`config.mk`:
```
export PLATFORM = sky130hd
export DESIGN_NAME = pipelined_cla_adder
export DESIGN_NICKNAME = d
export VERILOG_FILES = /design/src/rtl/cla_pkg.sv /design/src/rtl/cla_group_gp.sv /design/src/rtl/pipelined_cla_adder.sv
export SDC_FILE = /design/constraint.sdc
export NUM_CORES = 1
export LEC_CHECK = 0
export CAP_MARGIN = 20
export CORE_MARGIN = 5
export CORE_UTILIZATION = 42
export CTS_BUF_LIST = sky130_fd_sc_hd__clkbuf_4
export DETAILED_ROUTE_END_ITERATION = 6
export HOLD_SLACK_MARGIN = 0.08
export PLACE_DENSITY = 0.78
export SYNTH_ARGS = -nofsm -noshare
export SYNTH_HDL_FRONTEND = slang
export SYNTH_SLANG_ARGS = --single-unit
```
`constraint.sdc`:
```
create_clock -name i_clk -period 2.19 [get_ports i_clk]
set_clock_uncertainty 0.1 [all_clocks]
set_input_delay 0.438 -clock i_clk [delete_from_list [all_inputs] [get_ports i_clk]]
set_output_delay 0.438 -clock i_clk [all_outputs]
set_load 0.005 [all_outputs]
```
`src/rtl/cla_pkg.sv`:
```
// cla_pkg: shared constants and helpers for the pipelined carry-lookahead adder.
//   GRP_W       - bits per lookahead group
//   num_groups  - number of 4-bit groups for a given operand width
//   OP_ADD/SUB  - encoding of the i_sub operation select
package cla_pkg;

    localparam int unsigned GRP_W = 4;

    localparam logic OP_ADD = 1'b0;
    localparam logic OP_SUB = 1'b1;

    function automatic int unsigned num_groups(input int unsigned width);
        return width / GRP_W;
    endfunction

endpackage

```
`src/rtl/cla_group_gp.sv`:
```
// cla_group_gp: combinational 4-bit carry-lookahead group.
//   i_g, i_p - per-bit generate / propagate of the group
//   i_c      - carry into bit 0 of the group
//   o_gg     - group generate G*
//   o_pg     - group propagate P*
//   o_c      - in-group carries c1..c3 (o_c[0] is c1)
module cla_group_gp (
    input  logic [3:0] i_g,
    input  logic [3:0] i_p,
    input  logic       i_c,
    output logic       o_gg,
    output logic       o_pg,
    output logic [2:0] o_c
);

    assign o_gg = i_g[3]
                | (i_p[3] & i_g[2])
                | (i_p[3] & i_p[2] & i_g[1])
                | (i_p[3] & i_p[2] & i_p[1] & i_g[0]);

    assign o_pg = &i_p;

    assign o_c[0] = i_g[0] | (i_p[0] & i_c);
    assign o_c[1] = i_g[1] | (i_p[1] & i_g[0]) | (i_p[1] & i_p[0] & i_c);
    assign o_c[2] = i_g[2]
                  | (i_p[2] & i_g[1])
                  | (i_p[2] & i_p[1] & i_g[0])
                  | (i_p[2] & i_p[1] & i_p[0] & i_c);

endmodule

```
`src/rtl/pipelined_cla_adder.sv`:
```
// pipelined_cla_adder: two-stage pipelined adder/subtractor using two-level carry lookahead.
//   i_clk, i_rst_n           - clock, asynchronous active-low reset
//   i_in_valid / o_in_ready  - operand handshake (i_a, i_b, i_cin, i_sub)
//   i_sub                    - 0: a + b + cin, 1: a - b (cin ignored)
//   o_out_valid / i_out_ready- result handshake (o_sum, o_cout, o_ovf, o_zero)
//   o_cout                   - carry out; for subtraction 1 means no borrow
//   o_ovf                    - two's-complement signed overflow
//   o_zero                   - o_sum == 0
module pipelined_cla_adder
    import cla_pkg::*;
#(
    parameter int unsigned WIDTH = 16
) (
    input  logic             i_clk,
    input  logic             i_rst_n,
    input  logic             i_in_valid,
    output logic             o_in_ready,
    input  logic [WIDTH-1:0] i_a,
    input  logic [WIDTH-1:0] i_b,
    input  logic             i_cin,
    input  logic             i_sub,
    output logic             o_out_valid,
    input  logic             i_out_ready,
    output logic [WIDTH-1:0] o_sum,
    output logic             o_cout,
    output logic             o_ovf,
    output logic             o_zero
);

    localparam int unsigned NG    = num_groups(WIDTH);
    localparam int          SET_G = 4;  // groups resolved together before rippling

    if ((WIDTH % GRP_W) != 0 || WIDTH < GRP_W) begin : g_bad_width
        $error("pipelined_cla_adder: WIDTH must be a multiple of 4 and >= 4");
    end

    // Flow control
    logic w_s2_adv, w_s1_adv, w_accept;
    logic r_s1_valid, r_s2_valid;

    assign w_s2_adv    = ~r_s2_valid | i_out_ready;
    assign w_s1_adv    = r_s1_valid & w_s2_adv;
    // Combinational from i_out_ready so a full pipeline can still accept while draining.
    assign o_in_ready  = ~r_s1_valid | w_s2_adv;
    assign w_accept    = i_in_valid & o_in_ready;
    assign o_out_valid = r_s2_valid;

    // Stage 1: per-bit and per-group generate/propagate
    logic [WIDTH-1:0] w_bm, w_g, w_p;
    logic             w_c0;
    logic [NG-1:0]    w_gg, w_pg;
    logic [3*NG-1:0]  w_unused_s1_c;

    assign w_bm = (i_sub == OP_SUB) ? ~i_b : i_b;
    assign w_c0 = (i_sub == OP_SUB) ? 1'b1 : i_cin;
    assign w_g  = i_a & w_bm;
    assign w_p  = i_a ^ w_bm;

    for (genvar k = 0; k < NG; k++) begin : g_s1_grp
        cla_group_gp u_gp (
            .i_g  (w_g[GRP_W*k +: GRP_W]),
            .i_p  (w_p[GRP_W*k +: GRP_W]),
            .i_c  (1'b0),
            .o_gg (w_gg[k]),
            .o_pg (w_pg[k]),
            .o_c  (w_unused_s1_c[3*k +: 3])
        );
    end

    logic [WIDTH-1:0] r_g, r_p;
    logic [NG-1:0]    r_gg, r_pg;
    logic             r_c0, r_a_msb, r_bm_msb;

    always_ff @(posedge i_clk or negedge i_rst_n) begin
        if (!i_rst_n) begin
            r_s1_valid <= 1'b0;
            r_g        <= '0;
            r_p        <= '0;
            r_gg       <= '0;
            r_pg       <= '0;
            r_c0       <= 1'b0;
            r_a_msb    <= 1'b0;
            r_bm_msb   <= 1'b0;
        end else begin
            if (w_accept) begin
                r_s1_valid <= 1'b1;
                r_g        <= w_g;
                r_p        <= w_p;
                r_gg       <= w_gg;
                r_pg       <= w_pg;
                r_c0       <= w_c0;
                r_a_msb    <= i_a[WIDTH-1];
                r_bm_msb   <= w_bm[WIDTH-1];
            end else if (w_s1_adv) begin
                r_s1_valid <= 1'b0;
            end
        end
    end

    // Stage 2: group carries, lookahead within sets of 4 groups, ripple between sets
    logic [NG:0] w_cg;

    always_comb begin
        logic [NG:0] v_cg;
        logic        v_t, v_p;
        int          base;
        v_cg    = '0;
        v_cg[0] = r_c0;
        for (int k = 0; k < int'(NG); k++) begin
            base = (k / SET_G) * SET_G;
            v_t  = r_gg[k];
            v_p  = r_pg[k];
            for (int m = k - 1; m >= base; m--) begin
                v_t = v_t | (v_p & r_gg[m]);
                v_p = v_p & r_pg[m];
            end
            v_cg[k+1] = v_t | (v_p & v_cg[base]);
        end
        w_cg = v_cg;
    end

    logic [WIDTH-1:0] w_c, w_sum;
    logic [NG-1:0]    w_unused_s2_gg, w_unused_s2_pg;

    for (genvar k = 0; k < NG; k++) begin : g_s2_grp
        assign w_c[GRP_W*k] = w_cg[k];
        cla_group_gp u_gp (
            .i_g  (r_g[GRP_W*k +: GRP_W]),
            .i_p  (r_p[GRP_W*k +: GRP_W]),
            .i_c  (w_cg[k]),
            .o_gg (w_unused_s2_gg[k]),
            .o_pg (w_unused_s2_pg[k]),
            .o_c  (w_c[GRP_W*k+1 +: 3])
        );
    end

    assign w_sum = r_p ^ w_c;

    logic [WIDTH-1:0] r_sum;
    logic             r_cout, r_ovf, r_zero;

    always_ff @(posedge i_clk or negedge i_rst_n) begin
        if (!i_rst_n) begin
            r_s2_valid <= 1'b0;
            r_sum      <= '0;
            r_cout     <= 1'b0;
            r_ovf      <= 1'b0;
            r_zero     <= 1'b0;
        end else begin
            if (w_s1_adv) begin
                r_s2_valid <= 1'b1;
                r_sum      <= w_sum;
                r_cout     <= w_cg[NG];
                r_ovf      <= (r_a_msb == r_bm_msb) & (w_sum[WIDTH-1] != r_a_msb);
                r_zero     <= ~|w_sum;
            end else if (w_s2_adv) begin
                r_s2_valid <= 1'b0;
            end
        end
    end

    assign o_sum  = r_sum;
    assign o_cout = r_cout;
    assign o_ovf  = r_ovf;
    assign o_zero = r_zero;

endmodule

```
==> qor.txt <==
PortBufs: 58
PnR worst setup slack: -0.126 ns
YS warnings: 0
Worst Tran Pin Value: 0.558 ns
P_leak: 1.89 nW
Longest Clk Path Bufs: 2
Drt total wl: 6540 um
Global-route wire length before repair: 11000 um
MaxCap Viol Count: 0
I/O pins: 59
Final Max Tran Viols: 0
Post-synthesis xor/xnor area fraction: 7.64%
Clock-pin slew on the worst setup and hold paths: 0.10 ns
Fraction of registers with async set/reset: 100%
# fillers: 640
Syn-to-layout area delta: 35.3%
Dpl hpwl: 5080 um
Ys flop type: dfrtp_1
Drt first pass iters: 6
H-tree depth: 3
Failing checks: setup timing
Hold WS: 0.390 ns
Status: finished with violations
Critical path arrival: 2.53 ns
Count of flip-flops with a built-in enable after synthesis: 0
# clock sinks: 60
Tmin final: 2.32 ns
Crit end category: flip-flop
Latest clock arrival within the worst-skew pair: 0.40 ns
Synth cell count leaders: 60 x dfrtp_1, 31 x mux2_2, 23 x xor2_1, 21 x nand2_1, 20 x ha_1
HP Start: o_ovf
Die Y: 95.6 um
Largest net degree at the start of global routing: 49
Startpoint types: flip-flop
Gpl congestion: 0.763
Post-synthesis compound-gate area fraction: 11.2%
Syn Inst Count: 258
Initial antenna violation count: 0
Critical path required time: 2.40 ns
Worst Setup Slack post-DPL: -0.177 ns
Site row count: 31
Drt wl/cell: 14.5 um
Most numerous cell in the Yosys netlist: dfrtp_1
Crit Path Category: reg2reg
Adder-cell area share of the yosys netlist: 8.13%
RSZ-0062 raised after global routing: true
Initial DRC Count: 68
Max_slew headroom: 62.8%
Fmax: 432 MHz
CTS buffer count: 9
Fraction of layout cells with a size suffix above 1: 24.1%
Residual DRC: 0
Die X: 95.6 um
Synth area leader: dfrtp_1
Syn_nets: 316
CTS Root Cell: clkbuf_4
Crit share post-route: 106%
Area contributors post-synth: dfrtp_1 49%, mux2_2 11%, ha_1 8.1%
Hold WC Path Type: reg2reg
Vias: 2275
Synthesized area: 3080 um^2
CTS tree: done
Synth top area share: 48.8%
Mux cell area share after synthesis: 15.0%
Vias/cell: 5.03
Post-route ant nets: 0
PwrDens: 929 nW/um^2
Final hold vios: 0
Initial Util: 42.7%
Maximum vdd ir drop: 0.376 mV
Gr ovfl total: 0
Critical path launch point: r_c0
Post-synth cell types: 36
Finish-stage setup viols: 1
Tot GR Track Use: 15.8%
Vias in the first global route: 2322
Number of nets in the layout: 406
Avg Cell Area, Syn: 11.9 um^2
Die area: 9140 um^2
Ant. Diodes: 0
Seq/Total Area, Yosys: 48.8%
Placed cells: 430
Core Region: 7210 um^2
Post-synthesis simple-gate area fraction: 7.76%
Largest family of logic cells by synthesized area: multiplexers
Synthesized flop and latch total: 60
Max FO, Critical Path: 3
Tot Pwr: 3.87 mW
Final Non-Filler Cells: 452
Worst R2R Start: r_c0
final cells by class:
type | instances | area (um^2) | area share, %
clock buffer | 9 | 67.6 | 1.62
clock inverter | 7 | 81.3 | 1.95
inverter | 3 | 11.3 | 0.270
multi-input combinational | 186 | 1550 | 37.3
sequential | 60 | 1500 | 36.0
tap | 99 | 124 | 2.97
timing repair buffer | 88 | 828 | 19.9
report_power, final:
group | leakage, nW | total (mW) | internal (mW) | switching, mW
logic | 1.08 | 1.40 | 0.836 | 0.561
registers | 0.731 | 1.63 | 1.40 | 0.229
clock network | 0.0822 | 0.845 | 0.448 | 0.397
total | 1.89 | 3.87 | 2.68 | 1.19
kinds of logic (layout without fill, tap and decap cells):
group / Yosys count / after routing
AOI/OAI and AO/OA: 49 / 49
adders and majority gates: 20 / 20
DFF: 60 / 60
muxes: 41 / 41
and+or+nand+nor: 50 / 50
xor gates and xnor gates: 26 / 26
buffers and inverters: 12 / 107
placed cells by master (no fill, tap or decap), types with 3 or more instances in the layout:
| master | synthesis | routed |
|---|---|---|
| a21oi_1 | 9 | 9 |
| buf_4 | 0 | 27 |
| clkinv_1 | 0 | 3 |
| nand2_1 | 21 | 21 |
| a21o_1 | 12 | 12 |
| o21ai_1 | 11 | 11 |
| ha_1 | 20 | 19 |
| dfrtp_1 | 60 | 60 |
| nor2_1 | 10 | 9 |
| mux2_1 | 9 | 9 |
| inv_1 | 3 | 3 |
| clkbuf_4 | 0 | 9 |
| mux2_2 | 31 | 31 |
| nand4_1 | 7 | 7 |
| xor2_1 | 23 | 22 |
| nand2b_1 | 3 | 3 |
| clkdlybuf4s50_1 | 0 | 57 |
| nand3_1 | 3 | 3 |
| o21ai_0 | 5 | 5 |
stage by stage:
step	TNS (ns)	utilization, %	cell area (um^2)
2_1_floorplan	0	-	3080
3_3_place_gp	-0.563	54.7	3950
3_5_place_dp	-0.767	54.7	3950
4_1_cts	-0.00904	57.2	4130
5_1_grt	-0.243	57.8	4170
6_report	-0.126	57.8	4170
repair_timing:
action                     CTS  global route
hold buffers                 1             0
pin swaps                    3             6
gates cloned                 0             0
hold endpoints to repair    22             0
setup buffers                2             3
setup endpoints to repair    1             1
gates resized for setup      1             4
final timing paths:
kind                             to  slack (ns)  depth (start not counted)
min in group asynchronous  o_sum[6]        0.45                          2
max in group asynchronous    r_g[2]        0.81                          3
setup / recovery             o_zero       -0.13                         10
hold / removal                o_ovf        0.39                          2
setup reg to reg             o_zero       -0.13                         10
hold reg to reg               o_ovf        0.39                          2
state kept, by name, indices dropped and copies added, names as in the netlist:
register     cells
o_zero           1
r_c0             1
r_pg             4
o_ovf            1
r_g             12
r_a_msb          1
o_out_valid      1
r_gg             4
o_sum           16
r_p             16
r_s1_valid       1
r_bm_msb         1
o_cout           1
metal layers:
layer  track usage [%]  wire, um  vias to the layer above  share of wire [%]
met5                 0         0                        -                  0
met4              7.58       101                        0                1.5
met3              3.79       371                       10                5.7
met2              23.3      2960                       67                 45
met1              21.7      3110                     1084                 48
li1                  -         -                     1114                  -
critical path, stage by stage, from the launching register on:
cell	delay (ns)
dfrtp_1	0.42
a211oi_2	0.26
buf_4	0.17
o31ai_4	0.07
ha_2	0.19
nor2_4	0.11
xor2_2	0.17
nand3_1	0.10
nor4_2	0.21
nand4_1	0.17
o31ai_2	0.26
No activity file was read; power rests on OpenSTA's default activity.
